### config.mk
export PLATFORM = sky130hd
export DESIGN_NAME = jamma_joy_demux
export DESIGN_NICKNAME = d
export VERILOG_FILES = /design/src/rtl/jamma_joy_demux.sv
export SDC_FILE = /design/constraint.sdc
export NUM_CORES = 1
export LEC_CHECK = 0
export ABC_AREA = 1
export BUFFER_PORTS_ARGS = -buffer_cell sky130_fd_sc_hd__buf_2
export CAP_MARGIN = 5
export CORE_ASPECT_RATIO = 1.25
export CORE_MARGIN = 8
export CORE_UTILIZATION = 40
export DETAILED_ROUTE_END_ITERATION = 6
export PLACE_DENSITY = 0.63
export SLEW_MARGIN = 20
export SYNTH_ARGS = -nofsm -noshare
export SYNTH_HDL_FRONTEND = slang
export SYNTH_SLANG_ARGS = --single-unit
### constraint.sdc
create_clock -name pclk -period 4.3 [get_ports pclk]
set_input_delay 0.215 -clock pclk [delete_from_list [all_inputs] [get_ports pclk]]
set_output_delay 0.215 -clock pclk [all_outputs]
set_load 0.02 [all_outputs]
### src/rtl/jamma_joy_demux.sv
// JAMMA joystick bus demux with per-bit debounce and keyboard merge into P1.
// Define JAMMA_SOCD_EN to release opposing directions pressed together.
module jamma_joy_demux #(
   parameter int SETTLE_CYC = 8,
   parameter int DEB_BITS   = 4
) (
   input  logic       pclk,
   input  logic       rst_n,
   input  logic [7:0] JJOY,
   input  logic [1:0] JCOIN,
   input  logic [5:0] kbd_joy,
   output logic       JSELECT,
   output logic [7:0] joystick1,
   output logic [7:0] joystick2,
   output logic [1:0] coin,
   output logic       joy_valid
);

   typedef enum logic [1:0] {
      P1_SETTLE,
      P1_SAMPLE,
      P2_SETTLE,
      P2_SAMPLE
   } state_t;

   localparam logic [7:0] SET_LAST = 8'(SETTLE_CYC - 1);
   localparam logic [DEB_BITS-1:0] DEB_MAX = '1;

   state_t     st, st_nxt;
   logic [7:0] set_cnt, set_nxt;
   logic       jsel_nxt;

   always_ff @(posedge pclk or negedge rst_n) begin
      if (!rst_n) begin
         st      <= P1_SETTLE;
         set_cnt <= '0;
         JSELECT <= 1'b0;
      end else begin
         st      <= st_nxt;
         set_cnt <= set_nxt;
         JSELECT <= jsel_nxt;
      end
   end

   always_comb begin
      st_nxt   = st;
      set_nxt  = set_cnt;
      jsel_nxt = JSELECT;
      unique case (st)
         P1_SETTLE, P2_SETTLE: begin
            if (set_cnt == SET_LAST) begin
               st_nxt  = (st == P1_SETTLE) ? P1_SAMPLE : P2_SAMPLE;
               set_nxt = '0;
            end else begin
               set_nxt = set_cnt + 8'd1;
            end
         end
         P1_SAMPLE: begin
            st_nxt   = P2_SETTLE;
            jsel_nxt = 1'b1;
         end
         P2_SAMPLE: begin
            st_nxt   = P1_SETTLE;
            jsel_nxt = 1'b0;
         end
         default: st_nxt = P1_SETTLE;
      endcase
   end

   // Coins are not multiplexed, so they are synchronised before sampling
   logic [1:0] coin_s1, coin_s2;

   always_ff @(posedge pclk or negedge rst_n) begin
      if (!rst_n) begin
         coin_s1 <= 2'b11;
         coin_s2 <= 2'b11;
      end else begin
         coin_s1 <= JCOIN;
         coin_s2 <= coin_s1;
      end
   end

   logic        samp_p1, samp_p2;
   logic [17:0] deb_din, deb_en, deb_q;

   assign samp_p1 = (st == P1_SAMPLE);
   assign samp_p2 = (st == P2_SAMPLE);
   assign deb_din = {coin_s2, JJOY, JJOY};
   assign deb_en  = {{2{samp_p1 | samp_p2}}, {8{samp_p2}}, {8{samp_p1}}};

   for (genvar i = 0; i < 18; i++) begin : g_deb
      logic                q;
      logic [DEB_BITS-1:0] c;

      always_ff @(posedge pclk or negedge rst_n) begin
         if (!rst_n) begin
            q <= 1'b1;
            c <= '0;
         end else if (deb_en[i]) begin
            if (deb_din[i] == q) begin
               c <= '0;
            end else if (c == DEB_MAX) begin
               q <= ~q;
               c <= '0;
            end else begin
               c <= c + DEB_BITS'(1);
            end
         end
      end

      assign deb_q[i] = q;
   end

   function automatic logic [7:0] socd(input logic [7:0] w);
      logic [7:0] r;
      r = w;
`ifdef JAMMA_SOCD_EN
      if (!w[0] && !w[1]) r[1:0] = 2'b11;
      if (!w[2] && !w[3]) r[3:2] = 2'b11;
`else
      r = w;
`endif
      return r;
   endfunction

   always_ff @(posedge pclk or negedge rst_n) begin
      if (!rst_n) begin
         joystick1 <= 8'hFF;
         joystick2 <= 8'hFF;
         coin      <= 2'b11;
         joy_valid <= 1'b0;
      end else begin
         joystick1 <= socd({deb_q[7:6], deb_q[5:0] & kbd_joy});
         joystick2 <= socd(deb_q[15:8]);
         coin      <= deb_q[17:16];
         joy_valid <= joy_valid | samp_p2;
      end
   end

endmodule
==> run metrics <==
Slew Limit Headroom 0.409; Final HPWL DP 7.50 mm; final setup TNS 0 ns; sequential fraction of the synthesis area 0.531; Vias 4576; cells after synthesis 698; Nets 793; per-cell routed wire length 11.6 µm; share of cells above drive strength 1 0.149; Hold Path Origin JJOY[0]; RSZ-0062 raised after global routing no; final instance area 7020 µm²; GP Congestion 0.788; clk slew on worst S/H paths 0.05 ns; Crit Reg-Reg Endpoint g_deb[3].c[3]; PD cells 410 nW/µm²; grt ovf 0; IO Count 38; Fill cells 1384; Placed Area 6300 µm²; die height 152 µm; synthesis-stage register bit count 124; max-slew violation count 0; Post-synth ARST share 1.00; drt total wl 11.0 mm; clock network latency to the later pin of the worst-skew pair 0.43 ns; final hold vios 0; endpoints failing setup 0; largest area contributor in the netlist dfrtp_1; synthesized area 5940 µm²; Hold Path Stages 3; DIE AREA 19000 µm²; initial antenna violation count 0; FF-to-FF setup slack 2.12 ns; crit-path cells inv_1 > ha_1 > inv_2 > a21oi_1 > nor2_1; Hold/Removal Path Class input port to flip-flop; Ys Warns 0; first drt pass iteration count 4; Antenna diodes 0; drc violations 0; CP top delay family adder cells; most frequent cell after synthesis nand2_1; critical-path maximum fanout 31; reg2reg path depth 5; Worst path max stage delay 0.70 ns; Min Hold Slack 0.0723 ns; First DRT Iteration DRCs 243; CTS root buf clkbuf_16; arrival time worst endpoint 2.48 ns; VDD IR-drop max 0.245 mV; Post-synth EDFFs 0; Placeable Area 14800 µm²; Synth top area share 0.354; Net Count, Synth 739; Critical-path top delay cell ha_1; cts bufs inserted 17; Layout Area Growth over Synthesis 18.3%; Synth Flop Type dfrtp_1; Core Rows 50; first-pass GRT wire length 19.7 mm; Hold EP g_deb[8].q; I/O Buffers 37; vias per inst 4.83; Worst setup SP type flip-flop; Most Crowded Layer GR met2; crit path time final 2.18 ns; Mapped Avg Cell Area 8.50 µm²; die width 125 µm; worst path bufs/invs 2; M1 GR Usage 0.138; synth top area cells dfrtp_1 (35%), dfstp_2 (18%), nand2_1 (14%); Distinct cells, synth 19; grt met3 use 0.0427; top post-synthesis cells by count nand2_1 (217), dfrtp_1 (84), nor2_1 (72); Clock Skew 0.0156 ns; Fmax achieved 0.459 GHz; CP endpoint kind flip-flop; Tcrit/Tclk final 0.507; largest net degree at the start of global routing 73; critical path class flip-flop to flip-flop; Overall Global Routing Usage 0.125; vias in the first global route 4491; MaxCap Viol Count 0; Max clock buf depth 2; routing usage on met2 0.215; slew at the pin with the worst max-slew slack 0.887 ns; htree depth 4; FF-to-FF Start st[1]; Critical Path RT 4.60 ns; CTS Sinks 124; LEAKAGE 0.00348 µW; Initial Utilization 0.402; TritonCTS clock tree done; Post-DRT Antenna Nets 0; status completed
[worst max-delay path by stage]
| stage | from | to | slack, ns | cells after the start |
|---|---|---|---|---|
| CTS | st[1] | g_deb[3].c[3] | 2.10 | 5 |
| finish | st[1] | g_deb[3].c[3] | 2.12 | 5 |
| global placement | st[1] | g_deb[5].c[3] | 2.21 | 7 |
| floorplan | st[0] | joy_valid | 2.96 | 4 |
| detailed placement | st[1] | g_deb[7].c[3] | 2.13 | 5 |
| global route | st[1] | g_deb[7].c[3] | 1.96 | 5 |
[registers in the layout, summed over array words and instances (netlist names)]
| register | cells |
|---|---|
| coin_s1 | 2 |
| joy_valid | 1 |
| joystick1 | 8 |
| g_deb.q | 18 |
| coin | 2 |
| JSELECT | 1 |
| set_cnt | 8 |
| coin_s2 | 2 |
| g_deb.c | 72 |
| st | 2 |
| joystick2 | 8 |
[per-layer routing]
layer / up-vias / wire length (µm) / part of all wire
li1: 2371 / - / -
met1: 2134 / 4970 / 0.45
met2: 62 / 5500 / 0.50
met3: 9 / 414 / 0.038
met4: 0 / 115 / 0.010
met5: - / 0 / 0
[through the flow]
step                utilization  cells  worst slack [ns]  total power (µW)
global placement          0.427    906              2.21              1380
detailed placement        0.427    906              2.13              1380
finish                    0.476    947              2.12              2880
global route              0.476    947              1.96              3000
CTS                       0.476    947              2.10              2920
floorplan                     -    698              2.96              1320
[where the power goes]
| part | switching [µW] | internal (µW) |
|---|---|---|
| Sequential | 36.7 | 1210 |
| Combinational | 70.7 | 49.8 |
| Clock | 482 | 1030 |
[tightest hold or removal path: stages]
cell,delay [ns]
buf_2,0.11
o21ai_0,0.08
inv_1,0.05
[area by class of cell]
cell class,instances,area (µm²),share of cell area
clock buffer,26,499,0.0711
clock inverter,6,133,0.0189
inverter,58,218,0.0310
multi-input combinational,500,2480,0.353
sequential,124,3150,0.449
tap,182,228,0.0324
timing repair buffer,51,315,0.0449
[cells in the final DEF, fill, tap and decap left out, drive strengths merged, types with 4 or more instances in the layout]
master	netlist	layout
buf	14	42
bufinv	0	4
inv	58	58
nor2	72	72
clkbuf	2	26
dlygate4sd3	0	9
nand2	217	217
o21bai	15	15
ha	23	23
dfstp	40	40
a21oi	37	37
o21ai	29	29
nand3	57	57
dfrtp	84	84
nand4	20	20
xnor2	23	23
[repair_timing]
action,in CTS,in global routing
hold endpoints to repair,51,0
resized for setup,0,0
hold buffers,9,0
endpoints found under the setup margin,0,0
buffers inserted,0,0
[cells by family (layout without fill, tap and decap cells)]
logic type                 after synthesis  count (layout)  share of synthesized area
AOI/OAI and AO/OA                       81              81                     0.0746
xor gates and xnor gates                26              26                     0.0384
adders and majority gates               23              23                     0.0485
buffers and inverters                   74             141                     0.0519
DFF                                    124             124                      0.531
and+or+nand+nor                        370             370                      0.255
Power figures use the tool's default switching activity.
